<file path="src/rtl/risc_pkg.sv">
// Shared RISC definitions: default bus widths, opcodes and memory-arbiter state encoding.
package risc_pkg;

  localparam int unsigned AWIDTH_DEF = 5;
  localparam int unsigned DWIDTH_DEF = 8;

  typedef enum logic [2:0] {
    OP_HLT = 3'd0,
    OP_SKZ = 3'd1,
    OP_ADD = 3'd2,
    OP_AND = 3'd3,
    OP_XOR = 3'd4,
    OP_LDA = 3'd5,
    OP_STO = 3'd6,
    OP_JMP = 3'd7
  } opcode_t;

  localparam logic [0:0] ST_IDLE = 1'b0;
  localparam logic [0:0] ST_ACK  = 1'b1;

endpackage

</file>
<file path="src/rtl/risc_sat_counter.sv">
// Saturating up-counter with synchronous clear; sat_c flags the terminal count.
module risc_sat_counter #(
  parameter int unsigned MAX_WAIT = 8,
  parameter int unsigned CW       = $clog2(MAX_WAIT + 1)
) (
  input  logic          clk,
  input  logic          rst_n,
  input  logic          clr,
  input  logic          inc,
  output logic [CW-1:0] cnt,
  output logic          sat_c
);

  assign sat_c = (cnt == CW'(MAX_WAIT));

  // Clear has priority over increment; counting stops at MAX_WAIT
  always_ff @(posedge clk or negedge rst_n) begin
    if (!rst_n) begin
      cnt <= '0;
    end else if (clr) begin
      cnt <= '0;
    end else if (inc && !sat_c) begin
      cnt <= cnt + CW'(1);
    end
  end

endmodule

</file>
<file path="src/rtl/risc_mem_arbiter.sv">
// Single-port RAM arbiter: CPU has priority, debug port uses idle slots with bounded wait.
// Build option: define RISC_ARB_WPROT_EN to block debug writes while the core runs (adds dbg_err).
module risc_mem_arbiter
  import risc_pkg::*;
#(
  parameter int unsigned AWIDTH   = AWIDTH_DEF,
  parameter int unsigned DWIDTH   = DWIDTH_DEF,
  parameter int unsigned MAX_WAIT = 8
) (
  input  logic              clk,
  input  logic              rst,
  input  logic              cpu_rd,
  input  logic              cpu_wr,
  input  logic [AWIDTH-1:0] cpu_addr,
  input  logic [DWIDTH-1:0] cpu_wdata,
  output logic [DWIDTH-1:0] cpu_rdata,
  output logic              cpu_stall,
  input  logic              cpu_halt,
  input  logic              dbg_req,
  input  logic              dbg_we,
  input  logic [AWIDTH-1:0] dbg_addr,
  input  logic [DWIDTH-1:0] dbg_wdata,
  output logic              dbg_ack,
  output logic [DWIDTH-1:0] dbg_rdata,
`ifdef RISC_ARB_WPROT_EN
  output logic              dbg_err,
`endif
  output logic              mem_rd,
  output logic              mem_wr,
  output logic [AWIDTH-1:0] mem_addr,
  output logic [DWIDTH-1:0] mem_wdata,
  input  logic [DWIDTH-1:0] mem_rdata
);

  localparam int unsigned WCW = $clog2(MAX_WAIT + 1);

  logic [0:0]        state;
  logic [0:0]        state_nxt;
  logic              cpu_access;
  logic              starve;
  logic              grant;
  logic              wait_inc;
  logic              dbg_wr_ok;
  logic              gnt_rd;
  logic              rd_ack;
  logic [DWIDTH-1:0] rdata_q;
  logic [WCW-1:0]    wait_cnt;

  assign cpu_access = cpu_rd | cpu_wr;
  assign cpu_rdata  = mem_rdata;

`ifdef RISC_ARB_WPROT_EN
  assign dbg_wr_ok = cpu_halt;
`else
  assign dbg_wr_ok = 1'b1;
`endif

  risc_sat_counter #(
    .MAX_WAIT (MAX_WAIT),
    .CW       (WCW)
  ) u_wait (
    .clk   (clk),
    .rst_n (rst),
    .clr   (grant),
    .inc   (wait_inc),
    .cnt   (wait_cnt),
    .sat_c (starve)
  );

  always_ff @(posedge clk or negedge rst) begin
    if (!rst) begin
      state <= ST_IDLE;
    end else begin
      state <= state_nxt;
    end
  end

  // Memory mux and grant decision; RAM strobes are forced low while reset is asserted
  always_comb begin
    state_nxt = state;
    grant     = 1'b0;
    wait_inc  = 1'b0;
    cpu_stall = 1'b0;
    mem_rd    = cpu_rd & ~cpu_wr;
    mem_wr    = cpu_wr;
    mem_addr  = cpu_addr;
    mem_wdata = cpu_wdata;
    if (!rst) begin
      mem_rd    = 1'b0;
      mem_wr    = 1'b0;
      mem_addr  = '0;
      mem_wdata = '0;
    end else begin
      case (state)
        ST_ACK: begin
          state_nxt = ST_IDLE;
        end
        default: begin
          if (dbg_req && (!cpu_access || cpu_halt || starve)) begin
            grant     = 1'b1;
            cpu_stall = cpu_access;
            mem_rd    = ~dbg_we;
            mem_wr    = dbg_we & dbg_wr_ok;
            mem_addr  = dbg_addr;
            mem_wdata = dbg_wdata;
            state_nxt = ST_ACK;
          end else begin
            wait_inc = dbg_req;
          end
        end
      endcase
    end
  end

  // Acknowledge and read-capture registers for the granted debug access
  always_ff @(posedge clk or negedge rst) begin
    if (!rst) begin
      dbg_ack <= 1'b0;
      gnt_rd  <= 1'b0;
      rdata_q <= '0;
    end else begin
      dbg_ack <= grant;
      gnt_rd  <= grant & ~dbg_we;
      if (rd_ack) begin
        rdata_q <= mem_rdata;
      end
    end
  end

`ifdef RISC_ARB_WPROT_EN
  always_ff @(posedge clk or negedge rst) begin
    if (!rst) begin
      dbg_err <= 1'b0;
    end else begin
      dbg_err <= grant & dbg_we & ~cpu_halt;
    end
  end
`endif

  // RAM data arrives during the ack cycle, so present it directly and keep it afterwards
  assign rd_ack    = (state == ST_ACK) & gnt_rd;
  assign dbg_rdata = rd_ack ? mem_rdata : rdata_q;

endmodule

</file>
<file path="config.mk">
export PLATFORM = sky130hd
export DESIGN_NAME = risc_mem_arbiter
export DESIGN_NICKNAME = d
export VERILOG_FILES = /design/src/rtl/risc_pkg.sv /design/src/rtl/risc_sat_counter.sv /design/src/rtl/risc_mem_arbiter.sv
export SDC_FILE = /design/constraint.sdc
export NUM_CORES = 1
export LEC_CHECK = 0
export BUFFER_PORTS_ARGS = -buffer_cell sky130_fd_sc_hd__clkbuf_2
export CAP_MARGIN = 20
export CORE_MARGIN = 5
export CORE_UTILIZATION = 40
export DETAILED_ROUTE_END_ITERATION = 16
export GPL_ROUTABILITY_DRIVEN = 0
export PLACE_DENSITY = 0.79
export REMOVE_ABC_BUFFERS = 1
export SLEW_MARGIN = 20
export SYNTH_ARGS = -nofsm -noshare
export SYNTH_HDL_FRONTEND = slang
export SYNTH_HIERARCHICAL = 1
export SYNTH_SLANG_ARGS = --single-unit
export TNS_END_PERCENT = 5
</file>
<file path="constraint.sdc">
create_clock -name clk -period 2.4 [get_ports clk]
set_clock_uncertainty 0.1 [all_clocks]
set_input_delay 0.12 -clock clk [delete_from_list [all_inputs] [get_ports clk]]
set_output_delay 0.12 -clock clk [all_outputs]
set_load 0.01 [all_outputs]
</file>
### Word-level counts from Yosys, hierarchy flattened

Cells that the tools add are included.

* equal/unequal tests: 1
* bitwise logic cells: 6
* multiplexer cells: 24
* add/subtract/negate cells: 1
* reduce and logical (&&, ||, !) cells: 7

Operator list (number)
* $mux W8: 4
* $mux W1: 15
* $mux W5: 3
* $mux W4: 2
* $add A4 B1 Y4 const B: 1
* $eq A4 B4 Y1 const B: 1
* $and A1 B1 Y1: 3
* $logic_and A1 B1 Y1: 2
* $logic_not A1 Y1: 2
* $logic_or A1 B1 Y1: 2
* $not A1 Y1: 2
* $reduce_bool A2 Y1: 1
* $or A1 B1 Y1: 1

* logic and storage cells: 44
* register bits: 15
* output and inout bits: 33

### Depth between registers and ports, before layout

* word-level depth: 11
* mapped depth: 10
* depth with buffers taken out: 8

### Cells and area by module

The synthesis kept the hierarchy.

By module, submodules not included
* risc_mem_arbiter: seq. area each 275.3 um^2, cells an instance 88, instances 1, area each 813.3 um^2
* risc_sat_counter: seq. area each 100.1 um^2, cells an instance 24, instances 1, area each 232.7 um^2

### Worst setup path before layout

Ideal clock, no wire load.

* path type: register to register
* start: register u_wait.cnt[0]
* end: register u_wait.cnt[1]
* data required time: 2.221 ns
* setup slack: 0.466 ns
* stages on the path, launching flop included: 11
* period minus slack after synthesis: 1.934 ns
* arrival time: 1.754 ns
* path buffers: 2
* path through: dfrtp_1 -> inv_1 -> ha_1 -> nand2_1 -> nor2_1 -> o31a_1 -> buf_6 -> buf_12 -> and2_2 -> nand2b_1 -> mux2i_1

* elaborated cells between the ends (all ways): 15
* those cells by class: add/sub (1); eq/ne (1); mux (8); reduce/logical (5)

RTL lines
* start, declared: line risc_sat_counter.sv:10 `output logic [CW-1:0] cnt,`
* start signal, assigned: line risc_sat_counter.sv:23 `cnt <= cnt + CW'(1);`
* $eq A4 B4 Y1 (*): line risc_sat_counter.sv:14 `assign sat_c = (cnt == CW'(MAX_WAIT));`
* named net starve: line risc_mem_arbiter.sv:40 `logic starve;`
* $logic_or A1 B1 Y1 (*): line risc_mem_arbiter.sv:99 `if (dbg_req && (!cpu_access || cpu_halt || starve)) begin`
* $logic_and A1 B1 Y1 (*): line risc_mem_arbiter.sv:99
* $mux W1 (*): line risc_mem_arbiter.sv:99
* $mux W1 (*): line risc_mem_arbiter.sv:94 `case (state)`
* $mux W1 (*): line risc_mem_arbiter.sv:88 `if (!rst) begin`
* named net grant: line risc_mem_arbiter.sv:41 `logic grant;`
* $mux W4 or $reduce_bool A2 Y1 (tied branches)

Mark *: on every way through the listed nets, which the timed path passes. The rest lies on a longest branch. The select of a mux whose other input is x is not followed.
A chain may end at the register's enable or synchronous reset.

### Worst setup path in the final report

* start: register u_wait.cnt[0]
* end: register u_wait.cnt[2]

* longest elaborated chain between the ends: 8
* elaborated cells between the ends (all ways): 15
* those cells by class: add/sub (1); eq/ne (1); mux (8); reduce/logical (5)

Ends and longest elaborated chain
* $eq A4 B4 Y1: line risc_sat_counter.sv:14
* named net starve: line risc_mem_arbiter.sv:40
* $logic_or A1 B1 Y1: line risc_mem_arbiter.sv:99
* $logic_and A1 B1 Y1: line risc_mem_arbiter.sv:99
* $mux W1: line risc_mem_arbiter.sv:99
* $mux W1: line risc_mem_arbiter.sv:94
* $mux W1: line risc_mem_arbiter.sv:88
* named net wait_inc: line risc_mem_arbiter.sv:42 `logic wait_inc;`
* $logic_and A1 B1 Y1: line risc_sat_counter.sv:22 `end else if (inc && !sat_c) begin`
* $reduce_bool A2 Y1 (no source line)

The timed path passes the listed nets, and every way through them passes these cells. The select of a mux whose other input is x is not followed.

==> summary.txt <==
Critical path
  • Worst reg2reg setup slack: 0.16 ns
  • Crit path required time: 2.50 ns
  • Crit start category: register
  • Critical Path End Type: register
  • Worst path cell trace: inv_1 -> ha_1 -> nand2_1 -> nor2_1 -> nor4_1 -> nand2_1 -> or3b_1 -> a21oi_1
  • CP most frequent cell: nand2_1
  • Worst R2R End: u_wait/cnt[2]
  • RR Startpoint: u_wait/cnt[0]
  • Worst EP arrival: roughly 2.3 ns
  • Critical Path Fanout Max: 4
  • WS Path Type: register to register
  • FF-to-FF path depth: 8
  • Slowest CP cell: nor4_1
  • CP peak stage delay: about 0.48 ns

STA
  • Slew @ Worst Pin: 0.5047 ns
  • # setup viols final: 0
  • Slew HR: 0.6605
  • Final hold violations: 0
  • Crit path time final: 2.238 ns
  • Setup WS post-layout: 0.1623 ns
  • Slew Limit Fails: 0
  • Maximum clock frequency: 446.9 MHz
  • Final cycle utilization of the critical path: 0.9324

Worst hold path
  • Min-delay src: mem_rdata[7]
  • Hold Crit Class: input port to register
  • Hold Path End: rdata_q[7]
  • Hold Path Depth: 2

Die
  • Die height: ~60 um
  • Top Ports: 74
  • Die Width: 61.14 um
  • Die Area: 3737 um2
  • Core ar.: 2500 um2
  • Initial core utilization: 0.4184
  • Rows: 18

Pwr
  • Int Pwr: 0.0005300 W
  • Combinational share of power: 0.400
  • Net switching power: 0.0002652 W
  • Power Density: 551.7 nW/um2
  • Max IR drop VDD: 369.0 uV
  • Clock Power Share: 0.184
  • Leakage: 0.7916 nW
  • Switching Share: 0.3335
  • Seq pwr share: 0.416

Synth
  • Netlist cell types: 25
  • Post-synthesis simple-gate area fraction: 0.2141
  • XOR/XNOR Fraction of Synth Area: 0.008373
  • Post-synthesis cell count: 112
  • Post-Syn Area: between 1000 and 1500 um2
  • Seq cells post-synth: 15
  • Register area share after synthesis: 0.3589
  • Compound-Gate Fraction of Synth Area: 0.02033
  • Largest family of logic cells by synthesized area: multiplexers
  • Mux contribution to synthesized area: 0.2644
  • Synth Warn #: 6
  • Syn Area/Cell: around 9.3 um2
  • Adder-cell share of the synthesized area: 0.02392

Finish
  • Cell Count, Final, Fillers Out: roughly 210
  • Area grow syn2layout: 37.80%
  • Layout cell share with drive strength beyond 1: 0.5055
  • # diodes: 0
  • Final net count: 226

CTS
  • Post-CTS setup buffers: 0
  • Root buf cell: clkbuf_4
  • Max Root-Sink Buffers: 2
  • Clk sinks: 15
  • Inserted Clock Buffers: 3
  • Max H-tree Level: 1
  • Clock transition at path regs: 0.10 ns
  • Worst-Skew Late Latency: slightly below 0.3 ns
  • CTS tree: built

GRT
  • Vias in the first global route: roughly 1100
  • First-pass GRT wire length: 4071 um
  • Total global-route track usage: 0.1437
  • Gr ovfl total: 0
  • Largest net degree at the start of global routing: 50
  • Antenna violations before repair: 0

Routing
  • Avg WL per Cell: 12.15 um
  • Vias per Instance: 4.835
  • Iteration-0 DRC count of the detailed router: 16
  • Via count: 1025
  • Total Routed Length: around 2600 um
  • Antenna Nets Post-Route: 0
  • DRC Markers: 0
  • First-pass DRT Iterations: 4

Outcome
  • Status: finished clean

Run
  • Max cap viols: 0

Placed design
  • Cells after DPL: ~200
  • Port Buffers: 73
  • HPWL Detailed: 2060 um
  • Pre-CTS WS: 0.2547 ns
## through the flow
step                      TNS (ns)  cell area (um2)  hold slack (ns)  utilization  power [W]
after global placement           0             1356           0.1030       0.5425  0.0006332
after CTS                        0             1404        0.0001342       0.5616  0.0007980
after global routing      -0.01963             1441         0.002936       0.5766  0.0008582
after detailed placement         0             1356           0.1060       0.5425  0.0006490
after floorplan                  0            938.4          -0.2756            -  0.0005017
final                            0             1441         0.006587       0.5766  0.0007952
## synthesized netlist by cell type (all sizes together)
| cell | count | area (um2) |
|---|---|---|
| nand2 | 33 | 123.9 |
| clkbuf | 3 | 11.26 |
| mux2 | 10 | 116.4 |
| ha | 2 | 25.02 |
| and3b | 2 | 20.02 |
| nor2b | 1 | 6.260 |
| nand2b | 3 | 18.77 |
| nand4 | 1 | 6.260 |
| o21a | 1 | 7.510 |
| xor2 | 1 | 8.760 |
| mux2i | 16 | 160.2 |
| buf | 11 | 96.34 |
| dfrtp | 15 | 375.4 |
| nor2 | 5 | 18.77 |
| nand3b | 1 | 7.510 |
| or3b | 1 | 8.760 |
| o31a | 1 | 8.760 |
| nor4 | 1 | 6.260 |
| a21oi | 1 | 5.000 |
| inv | 2 | 7.510 |
| and2 | 1 | 7.510 |
## cell usage in the layout (no fill, tap or decap), drive strengths merged
cell type,n
clkbuf,76
nand2,33
mux2i,16
dfrtp,15
mux2,10
nor2,5
dlygate4sd3,5
nand2b,3
and3b,2
inv,2
ha,2
buf,2
nor2b,1
o31a,1
and2,1
nand3b,1
nor4,1
clkinv,1
nand4,1
xor2,1
or3b,1
a21oi,1
o21a,1
## sequential cells by signal, indices dropped and copies added (netlist names)
name and flops:
rdata_q 8, dbg_ack 1, state 1, u_wait/cnt 4
gnt_rd 1
## worst max-delay path by stage
stage / slack, ns / depth (start not counted) / from / endpoint
global route: -0.02 / 8 / u_wait/cnt[0] / mem_addr[2]
global placement: 0.50 / 7 / u_wait/cnt[0] / u_wait/cnt[0]
CTS: 0.12 / 8 / u_wait/cnt[0] / mem_addr[2]
detailed placement: 0.25 / 8 / u_wait/cnt[0] / u_wait/cnt[2]
floorplan: 0.13 / 8 / u_wait/cnt[0] / u_wait/cnt[0]
finish: 0.16 / 8 / u_wait/cnt[0] / u_wait/cnt[2]
## per-layer routing
metal	up-vias	track usage	part of all wire
met1	455	0.1489	0.39
met3	4	0.02725	0.11
met2	60	0.2734	0.48
li1	506	-	-
met5	-	0	0
met4	0	0.06811	0.015
## power by group through the flow
stage               Combinational (W)  Sequential [W]  Clock, W
floorplan                    0.000171        0.000330         0
global placement             0.000301        0.000332         0
detailed placement           0.000312        0.000337         0
CTS                          0.000316        0.000331  0.000151
global route                 0.000355        0.000337  0.000166
finish                       0.000318        0.000331  0.000146
## final cells by class
type	instances	area, um2
well taps	30	37.54
inverters	2	7.507
flip-flops and latches	15	375.4
clock buffers	3	22.52
multi-input cells	81	555.5
fillers	221	1059
clock inverters	1	5.005
repair buffers	80	437.9
## timing repair
item | CTS | global route
hold endpoints to repair | 16 | 3
endpoints found under the setup margin | 0 | 10
hold buffers | 2 | 3
gates resized for setup | 0 | 2
## kinds of logic (layout without fill, tap and decap cells)
group	Yosys count	count (layout)
AOI/OAI and AO/OA	3	3
buffers and inverters	16	86
xor gates and xnor gates	1	1
DFF	15	15
and+or+nand+nor	49	49
muxes	26	26
adders and majority gates	2	2
## worst max-delay path: cells and delay by family (launching register included)
kind,cells,cell delay [ns]
compound gates,1,0.17
fa+ha+maj,1,0.19
buf+inv,1,0.07
flops,1,0.40
simple gates,5,1.21
Power figures use the tool's default switching activity.
